File: config.mk
export PLATFORM = sky130hd
export DESIGN_NAME = uart_tx_scheduler
export DESIGN_NICKNAME = d
export VERILOG_FILES = /design/src/rtl/uart_pkg.sv /design/src/rtl/uart_tx_scheduler_rr_pick.sv /design/src/rtl/uart_tx_scheduler.sv
export SDC_FILE = /design/constraint.sdc
export NUM_CORES = 1
export LEC_CHECK = 0
export CAP_MARGIN = 20
export CELL_PAD_IN_SITES_DETAIL_PLACEMENT = 2
export CELL_PAD_IN_SITES_GLOBAL_PLACEMENT = 2
export CORE_ASPECT_RATIO = 1.75
export CORE_MARGIN = 3
export CORE_UTILIZATION = 25
export DETAILED_ROUTE_END_ITERATION = 7
export HOLD_SLACK_MARGIN = 0.06
export PLACE_DENSITY = 0.82
export RECOVER_POWER = 100
export SYNTH_ARGS = -nofsm -noshare
export SYNTH_HDL_FRONTEND = slang
export SYNTH_SLANG_ARGS = --single-unit
File: constraint.sdc
create_clock -name clk -period 4.6 [get_ports clk]
set_clock_uncertainty 0.05 [all_clocks]
set_input_delay 0.46 -clock clk [delete_from_list [all_inputs] [get_ports clk]]
set_output_delay 0.46 -clock clk [all_outputs]
set_load 0.005 [all_outputs]
File: src/rtl/uart_pkg.sv
// Shared UART definitions: data width, scheduler defaults and state encoding.
// Imported by the TX scheduler, the receiver and the future transmitter.
package uart_pkg;

    localparam int UART_DATA_W = 8;
    localparam int DEF_N       = 4;
    localparam int DEF_TIMEOUT = 16;

    typedef enum logic [1:0] {
        IDLE,
        LAUNCH,
        WAIT_BUSY,
        WAIT_DONE
    } sched_state_t;

endpackage

File: src/rtl/uart_tx_scheduler_rr_pick.sv
// Combinational round-robin picker: first asserted request after ptr.
// Shared with the RX-side dispatcher.
module rr_pick #(
    parameter int N  = 4,
    parameter int IW = $clog2(N)
) (
    input  logic [N-1:0]  req,
    input  logic [IW-1:0] ptr,
    output logic          found,
    output logic [IW-1:0] idx
);

    logic [IW-1:0] cand;

    // Scan farthest-first so the nearest candidate after ptr wins.
    always_comb begin
        found = 1'b0;
        idx   = '0;
        cand  = '0;
        for (int d = N; d >= 1; d--) begin
            cand = IW'((int'(ptr) + d) % N);
            if (req[cand]) begin
                found = 1'b1;
                idx   = cand;
            end
        end
    end

endmodule

File: src/rtl/uart_tx_scheduler.sv
// Round-robin scheduler sharing one UART transmitter between N requesters.
// One byte in flight at a time; watchdog catches a transmitter that never goes busy.
module uart_tx_scheduler
    import uart_pkg::*;
#(
    parameter int N       = DEF_N,
    parameter int TIMEOUT = DEF_TIMEOUT
) (
    input  logic                     clk,
    input  logic                     reset,
    input  logic [N-1:0]             req,
    input  logic [UART_DATA_W*N-1:0] req_data,
    output logic [N-1:0]             ack,
    input  logic                     tx_busy,
    output logic                     tx_start,
    output logic [UART_DATA_W-1:0]   tx_data,
    output logic [$clog2(N)-1:0]     owner,
    output logic                     sched_busy,
    input  logic                     err_clr,
    output logic                     timeout_err
);

    localparam int IW = $clog2(N);
    localparam int CW = $clog2(TIMEOUT + 1);

    sched_state_t  state;
    logic [IW-1:0] ptr;
    logic [CW-1:0] cnt;
    logic          pick_found;
    logic [IW-1:0] pick_idx;

    rr_pick #(
        .N  (N),
        .IW (IW)
    ) u_pick (
        .req   (req),
        .ptr   (ptr),
        .found (pick_found),
        .idx   (pick_idx)
    );

    assign sched_busy = (state != IDLE);

    always_ff @(posedge clk) begin
        if (!reset) begin
            state       <= IDLE;
            ptr         <= IW'(N - 1);
            cnt         <= '0;
            ack         <= '0;
            tx_start    <= 1'b0;
            tx_data     <= '0;
            owner       <= '0;
            timeout_err <= 1'b0;
        end else begin
            ack      <= '0;
            tx_start <= 1'b0;
            // A timeout in the same cycle overrides this clear below.
            if (err_clr) timeout_err <= 1'b0;
            unique case (state)
                IDLE: begin
                    if (pick_found) begin
                        tx_data       <= req_data[int'(pick_idx)*UART_DATA_W +: UART_DATA_W];
                        owner         <= pick_idx;
                        ack[pick_idx] <= 1'b1;
                        tx_start      <= 1'b1;
                        state         <= LAUNCH;
                    end
                end
                LAUNCH: begin
                    cnt   <= '0;
                    state <= WAIT_BUSY;
                end
                WAIT_BUSY: begin
                    if (tx_busy) begin
                        state <= WAIT_DONE;
                    end else if (cnt == CW'(TIMEOUT - 1)) begin
                        cnt         <= CW'(TIMEOUT);
                        timeout_err <= 1'b1;
                        ptr         <= owner;
                        state       <= IDLE;
                    end else begin
                        cnt <= cnt + CW'(1);
                    end
                end
                WAIT_DONE: begin
                    if (!tx_busy) begin
                        ptr   <= owner;
                        state <= IDLE;
                    end
                end
                default: state <= IDLE;
            endcase
        end
    end

endmodule

==> out/metrics.yaml, run 1 <==
status: "finished, final reports clean"
syn2layout_area_growth_pct: 50.93
internal_power_mw: 0.3820
vias_per_cell: 5.229
fmax_ghz: 0.3481
routedWlPerCell_um: 18.61
core-area_um2: 4790
syn_area_per_cell_um2: 9.042
port_buffers: 56
grt_overflow: 0
drtIter0Drc: 13
synth_cells: 141
power_switching_mw: 0.1614
swShare: 0.2970
required_ns: 4.68
max_cap_viol_count: 0
path_common_cell: "a211oi_1"
seqPwrFrac: 0.459
drive_gt1_frac: 0.04569
ys_types: 35
rr_worst_depth: 5
synth_nets: 183
start_util: 0.2662
setup.worst_path.class: "in -> reg"
seq_area_frac_synth: 0.3925
dr.pass1.iters: 3
ys_warn_count: 0
grtUsageTotal: 0.1646
place.gp.congestion: 0.7372
clkSinkCount: 25
postRouteAntennaNets: 0
dp.cells: 245
ios: 57
pwr-share-comb: 0.288
die-area_um2: 6027
finalSetupViolations: 0
cts_max_path_buffers: 2
max_slew_margin: 0.2969
final_max_slew_viol_count: 0
synthDominantCellAreaShare: 0.3925
synth-seq-cells: 25
clkPwrFrac: 0.253
r2r_slack_ns: 2.28
fin_crit_ns: 2.873
path_cells: "dlygate4sd3_1, o21ai_0, nand3_1, a211oi_1, a211oi_1"
tightest_slew_ns: 1.044
routed_wirelength_um: 4633
num_rows: 33
end_kind: "register"
grt_antenna_before_repair: 0
final_common_cell: "clkdlybuf4s50_1"
hp-class: "reg -> reg"
crit_fanout: 10
diodes: 0
p_per_area_nw_per_um2: 282.4
grt_pass1_vias: 1476
irDropWorstVdd_v: 0.0001607
cts_resized: 0
die_w_um: 59.99
fin_nets: 240
cts_tree: "yes"
hold_buffers: 0
rsz0062_at_grt: "no"
fin_cells: 249
insertion_delay_ns: 0.27
cts.clk_slew.worst_paths_ns: 0.10
slowest_stage: "o21ai_0"
hold_depth: 2
dp_hpwl_um: 3734
cts_root_buffer: "clkbuf_8"
synth_top_cell_by_area: "dfxtp_1"
synth_area_leaders: "dfxtp_1 39%, a211oi_1 9.4%, mux2i_1 7.1%, and4_1 5.5%, o21ai_0 4.7%"
max_stage_delay_ns: 0.83
grt_start_max_net_pins: 22
critPathArrivalTime_ns: 2.95
cts.htree.levels: 1
tns_ns: 0
p_leak_nw: 0.7504
layout_common_cells: "37 x clkdlybuf4s50_1, 25 x dfxtp_1, 19 x dlygate4sd3_1, 16 x a211oi_1, 13 x o21ai_0"
postCtsSetupRepairBufs: 0
critPathLaunchType: "primary input"
vias: 1302
grt_pass1_wl_um: 7507
finalHoldViolations: 0
dieHeight_um: 100.5
layout_worst_path_cycle_share: 0.6245
utilization: 0.4018
remaining_drc_errors: 0
numCtsBuffers: 3
netlist_area_um2: 1275
-- synth_stat cells, drive strengths merged --
master and instances:
or3 2, nand3b 1, a21oi 4, and4 8, o21ai 15, ha 2, dfxtp 25, buf 1
a22oi 1, or2 2, nor3 1, inv 3, nor2b 9, nor3b 1, a21o 1, mux2i 9
nor2 12, or3b 1, clkbuf 3, o211ai 1, nand2b 2, o311ai 1, o211a 1, and2 3
a21boi 3, a211oi 16, nand3 2, and3 2, nand2 9
-- logic make-up (layout without fill, tap and decap cells) --
family | after synthesis | count (layout) | synth area share
compound gates | 43 | 43 | 0.2424
fa+ha+maj | 2 | 2 | 0.01962
buf+inv | 7 | 63 | 0.02649
flops | 25 | 25 | 0.3925
mux | 9 | 9 | 0.07066
simple gates | 55 | 55 | 0.2483
-- state kept, by name (all words and copies together), names as in the netlist --
signal	cells
state	2
ack	4
owner	2
timeout_err	1
tx_data	8
cnt	5
ptr	2
tx_start	1
-- metrics by stage --
| step | hold WS (ns) | worst slack [ns] | instance area (µm²) | power, mW |
|---|---|---|---|---|
| after global placement | 0.4183 | 2.016 | 1878 | 0.4131 |
| after floorplan | 0.4027 | 2.941 | 1275 | 0.3243 |
| final | 0.4566 | 1.727 | 1924 | 0.5433 |
| after detailed placement | 0.4473 | 1.802 | 1878 | 0.4213 |
| after global routing | 0.5063 | 1.544 | 1924 | 0.5796 |
| after CTS | 0.4656 | 2.081 | 1927 | 0.5594 |
-- worst paths after layout --
check | start | to
max | req[1] | tx_data[6]
min | state[1] | state[0]
max reg2reg | state[0] | tx_data[6]
min reg2reg | state[1] | state[0]
-- power by group through the flow --
stage                     registers (mW)  clock network, mW  logic (mW)
after global placement             0.255                  0       0.158
final                              0.249              0.137       0.156
after global routing               0.253              0.154       0.173
after floorplan                    0.253                  0      0.0711
after detailed placement           0.256                  0       0.165
after CTS                          0.251              0.142       0.166
-- critical path, delay by kind of cell --
family	cells	cell delay, ns
AND/OR/NAND/NOR	1	0.58
AO/OA/AOI/OAI	3	1.32
buffers and inverters	1	0.59
-- metal layers --
| metal | up-vias | global-route usage | wire length (µm) |
|---|---|---|---|
| met4 | 0 | 0.04266 | 61 |
| met2 | 25 | 0.3050 | 2754 |
| li1 | 632 | - | - |
| met1 | 639 | 0.1894 | 1702 |
| met5 | - | 0 | 0 |
| met3 | 6 | 0.02179 | 115 |
-- final cells by class --
cell class	count	area [µm²]
Multi-Input combinational cell	109	738.2
Tap cell	52	65.06
Fill cell	550	2865
Timing Repair Buffer	56	560.5
Inverter	3	11.26
Clock buffer	3	41.29
Clock inverter	1	7.507
Sequential cell	25	500.5
Power figures use the tool's default switching activity.
==> inputs of run 2 (changes only) <==
Settings changed: CORE_UTILIZATION 25 to 23, PLACE_DENSITY 0.82 to 0.76.
Clock period 4.6 ns to 2.85 ns, I/O delays scaled along.
==> run 2 against run 1 <==
Die area increased by 8.0%. Worst hold slack about the same. Utilization decreased by 3.2 points. Critical endpoint is now tx_data[3]. Sequential power increased by 61%. Total power increased by 61%. Final cell count increased by 9.2%. Non-clock buffer count increased by 1. Critical path depth unchanged. Sequential share of layout area decreased by 0.45 points. Routed wire length decreased by 4.3%. Global-route usage decreased by 2.4 points. Critical path type unchanged.
==> out/metrics.yaml, run 2 (synthesized netlist as in run 1, its figures left out) <==
status: "finished, final reports clean"
clkSinkCount: 25  # unchanged
port_buffers: 56  # unchanged
tightest_slew_ns: 0.7264  # -0.3172 ns
cts_tree: "yes"
hold_end: "state[0]"
routedWlPerCell_um: 16.30  # -12%
syn2layout_area_growth_pct: 53.58
p_leak_nw: 0.7605  # +1.3%
critPathArrivalTime_ns: 2.47  # -0.48 ns
dp.cells: 268  # +9.4%
layout_worst_path_cycle_share: 0.8204
r2r-start: "ptr[0]"
ios: 57  # unchanged
final_max_slew_viol_count: 0  # unchanged
r2r_slack_ns: 0.90  # -1.38 ns
rsz0062_at_grt: "no"
postRouteAntennaNets: 0  # unchanged
hp-start: "state[1]"
insertion_delay_ns: 0.27  # about the same
tns_ns: 0  # unchanged
stdcell_area_um2: 1958  # +1.8%
placed_area_um2: 1913  # +1.9%
hold_buffers: 0  # unchanged
drive_gt1_frac: 0.05051  # +0.004820
layout_common_cells: "37 x clkdlybuf4s50_1, 25 x dfxtp_1, 19 x dlygate4sd3_1, 16 x a211oi_1"
diodes: 0  # unchanged
top_register: "tx_data"
fin_cells: 272  # +9.2%
max_cap_viol_count: 0  # unchanged
rr_worst_depth: 5  # unchanged
timing.hold.ws_ns: 0.4565  # -0.0001610 ns
cts_resized: 0  # unchanged
fin_nets: 241  # +0.42%
setup.worst_path.class: "in -> reg"
cts.clk_slew.worst_paths_ns: 0.09  # about the same
grt_antenna_before_repair: 0  # unchanged
cts_root_buffer: "clkbuf_8"
dp_hpwl_um: 3549  # -5.0%
place.gp.congestion: 0.7287  # -1.2%
vias: 1291  # -0.84%
critPathLaunchType: "primary input"
finalSetupViolations: 0  # unchanged
hold_depth: 2  # unchanged
start_util: 0.2406  # -0.02558
largest_register_ffs: 8  # unchanged
fmax_ghz: 0.4277
numCtsBuffers: 3  # unchanged
p_per_area_nw_per_um2: 448.1  # +59%
dr.pass1.iters: 3  # unchanged
finalHoldViolations: 0  # unchanged
routed_wirelength_um: 4433  # -4.3%
reg_top3: "tx_data x8, cnt x5, ack x4"
dieHeight_um: 104.5  # +4.0%
end_kind: "register"
crit_fanout: 11  # +1
grt_pass1_wl_um: 7251  # -3.4%
die_w_um: 62.28  # +3.8%
grt_overflow: 0  # unchanged
die-area_um2: 6508  # +8.0%
cts.htree.levels: 1  # unchanged
vias_per_cell: 4.746  # -9.2%
remaining_drc_errors: 0  # unchanged
grt_pass1_vias: 1470  # -0.41%
irDropWorstVdd_v: 0.0001392  # -13%
r2r-end: "tx_data[3]"
grt_start_max_net_pins: 22  # unchanged
max_slew_margin: 0.5140  # +0.2170
cts_max_path_buffers: 2  # unchanged
final_common_cell: "clkdlybuf4s50_1"
postCtsSetupRepairBufs: 0  # unchanged
num_rows: 35  # +6.1%
hp-class: "reg -> reg"
required_ns: 2.98  # -1.70 ns
fin_crit_ns: 2.338
grtUsageTotal: 0.1408  # -0.02373
core-area_um2: 5299  # +11%
drtIter0Drc: 40  # +27
[run 2: cell types whose count changed in the layout (fill, tap and decap cells not counted), sizes merged]
cell / change
buf: +1
clkinv: +1
clkinvlp: -1
[run 2: per-layer routing]
| layer | vias to the layer above | track usage | share of wire |
|---|---|---|---|
| li1 | 632 | - | - |
| met1 | 626 | 0.1407 | 0.36 |
| met2 | 28 | 0.2832 | 0.59 |
| met3 | 5 | 0.01838 | 0.031 |
| met4 | 0 | 0.05529 | 0.015 |
| met5 | - | 0 | 0 |
[run 2: where the power goes]
group	total [mW]	internal [mW]	switching [mW]	leakage, nW
logic	0.257	0.139	0.118	0.530
clock network	0.220	0.0981	0.121	0.0255
registers	0.401	0.382	0.0190	0.205
[run 2: area by class of cell]
class / count / area [µm²]
fill: 614 / 3341
multi-input combinational: 109 / 739.5
timing repair buffer: 57 / 568.0
sequential: 25 / 500.5
tap: 74 / 92.59
clock buffer: 3 / 41.29
inverter: 3 / 11.26
clock inverter: 1 / 5.005
[run 2: through the flow]
stage | utilization | power [mW] | setup slack [ns]
after floorplan | - | 0.5235 | 1.191
after global placement | 0.3610 | 0.6708 | 0.5107
after detailed placement | 0.3610 | 0.6815 | 0.3286
after CTS | 0.3698 | 0.9018 | 0.6386
after global routing | 0.3695 | 0.9321 | 0.3055
final | 0.3695 | 0.8774 | 0.5119
[run 2: how the worst max path moves through the flow]
stage,startpoint,end,slack [ns],cells past startpoint
after floorplan,cnt[0],cnt[3],1.19,6
after CTS,req[1],tx_data[5],0.64,5
after global routing,req[1],tx_data[2],0.31,5
final,req[1],tx_data[3],0.51,5
after detailed placement,req[1],tx_data[3],0.33,5
after global placement,req[3],tx_data[3],0.51,5
[run 2: worst max-delay path: stages]
cell           delay, ns
dlygate4sd3_1       0.60
o21ai_1             0.49
and3_1              0.64
mux2i_1             0.17
a211oi_1            0.28
==> inputs of run 3 (changes only) <==
Settings changed: CORE_UTILIZATION 23 to 21, PLACE_DENSITY 0.76 to 0.73.
Clock period 2.85 ns to 2.1 ns, I/O delays scaled along.
==> run 3 against run 2 <==
Worst hold slack improved by 0.0051 ns. Combinational power increased by 38%. Largest power group unchanged. Via count rose by 1.5%. Critical path type unchanged. Worst setup slack lost 0.31 ns. Routed wire length increased by 2.9%. Final area rose by 2.0%.
==> out/metrics.yaml, run 3 (synthesized netlist as in run 1, its figures left out) <==
largest_register_ffs: 8  # unchanged
fin_crit_ns: 1.903
cts.htree.levels: 1  # unchanged
diodes: 0  # unchanged
dieHeight_um: 109.1  # +4.4%
layout_common_cells: "37 x clkdlybuf4s50_1, 25 x dfxtp_1, 19 x dlygate4sd3_1, 16 x a211oi_1"
tightest_slew_ns: 0.6935  # -0.03291 ns
cts_root_buffer: "clkbuf_8"
required_ns: 2.17  # -0.81 ns
core-area_um2: 5720  # +8.0%
grtUsageTotal: 0.1329  # -0.007964
grt_pass1_vias: 1434  # -2.4%
p_leak_nw: 0.7803  # +2.6%
critPathArrivalTime_ns: 1.98  # -0.49 ns
port_buffers: 56  # unchanged
final_common_cell: "clkdlybuf4s50_1"
hold_buffers: 0  # unchanged
dp_hpwl_um: 3755  # +5.8%
cts_resized: 0  # unchanged
remaining_drc_errors: 0  # unchanged
vias_per_cell: 4.682  # -1.4%
insertion_delay_ns: 0.27  # about the same
dr.pass1.iters: 4  # +1
cts_tree: "yes"
postCtsSetupRepairBufs: 0  # unchanged
total_power_mw: 1.193  # +36%
rsz0062_at_grt: "no"
swShare: 0.2911  # -0.003544
critPathLaunchType: "primary input"
top_register: "tx_data"
pre_cts_ws_ns: -0.07010  # -0.3987 ns
finalSetupViolations: 0  # unchanged
layout_worst_path_cycle_share: 0.9062
crit_fanout: 8  # -3
cts.clk_slew.worst_paths_ns: 0.09  # about the same
max_slew_margin: 0.5360  # +0.02202
numCtsBuffers: 3  # unchanged
fin_nets: 247  # +2.5%
syn2layout_area_growth_pct: 56.72
drtIter0Drc: 25  # -38%
status: "finished, final reports clean"
start_util: 0.2229  # -0.01774
cts_max_path_buffers: 2  # unchanged
routed_wirelength_um: 4560  # +2.9%
grt_pass1_wl_um: 7189  # -0.86%
hp-class: "reg -> reg"
fmax_ghz: 0.5255
vias: 1311  # +1.5%
drive_gt1_frac: 0.06863  # +0.01812
irDropWorstVdd_v: 0.0001944  # +40%
power_switching_mw: 0.3472  # +34%
grt_overflow: 0  # unchanged
end_kind: "register"
finalHoldViolations: 0  # unchanged
clkPwrFrac: 0.245  # -0.005
pwr-share-comb: 0.298  # +0.005
routedWlPerCell_um: 16.29  # about the same
final_max_slew_viol_count: 0  # unchanged
seqPwrFrac: 0.457  # about the same
grt_start_max_net_pins: 14  # -36%
stdcell_area_um2: 1998  # +2.0%
clkSinkCount: 25  # unchanged
die_w_um: 64.90  # +4.2%
reg_top3: "tx_data x8, cnt x5, ack x4"
place.gp.congestion: 0.7734  # +6.1%
max_cap_viol_count: 0  # unchanged
internal_power_mw: 0.8457  # +37%
grt_antenna_before_repair: 0  # unchanged
die-area_um2: 7079  # +8.8%
worst_slack_ns: 0.1971  # -0.3148 ns
p_per_area_nw_per_um2: 597.0  # +33%
ios: 57  # unchanged
num_rows: 36  # +2.9%
postRouteAntennaNets: 0  # unchanged
placed_area_um2: 1961  # +2.5%
setup.worst_path.class: "in -> reg"
## run 3: worst paths after layout
check	startpoint	end	slack [ns]	cells past startpoint
worst max-delay path	req[1]	tx_data[1]	0.20	6
worst min-delay path	state[1]	state[0]	0.46	2
worst max register to register	ptr[1]	tx_data[1]	0.25	5
worst min register to register	state[1]	state[0]	0.46	2
## run 3: through the flow
step | hold WS [ns] | util | TNS, ns | cells
after floorplan | 0.3146 | - | 0 | 141
after global placement | 0.4120 | 0.3427 | 0 | 276
after detailed placement | 0.4514 | 0.3427 | -0.3696 | 276
after CTS | 0.4646 | 0.3506 | 0 | 280
after global routing | 0.5090 | 0.3493 | 0 | 280
final | 0.4616 | 0.3493 | 0 | 280
## run 3: power groups by stage
stage                     registers, mW  clock network [mW]  logic [mW]
after floorplan                   0.555                   0       0.156
after global placement            0.558                   0       0.364
after detailed placement          0.559                   0       0.380
after CTS                         0.549               0.300       0.382
after global routing              0.554               0.319       0.393
final                             0.545               0.292       0.355
## run 3: worst max-delay path: stages
cell             delay [ns]
clkdlybuf4s50_1        0.53
or3b_1                 0.39
o311ai_2               0.13
nand2_1                0.30
a211oi_1               0.35
a211oi_1               0.07
## run 3: area by class of cell
class | count | area [µm²]
fill | 686 | 3722
multi-input combinational | 109 | 740.7
timing repair buffer | 63 | 605.6
sequential | 25 | 500.5
tap | 76 | 95.09
clock buffer | 4 | 45.04
inverter | 3 | 11.26
## run 3: layer usage
layer / share of wire / wire, µm / GRT usage / vias to the layer above
li1: - / - / - / 646
met1: 0.38 / 1730 / 0.1474 / 634
met2: 0.58 / 2651 / 0.2564 / 29
met3: 0.029 / 130 / 0.01237 / 2
met4: 0.010 / 47 / 0.04539 / 0
met5: 0 / 0 / 0 / -
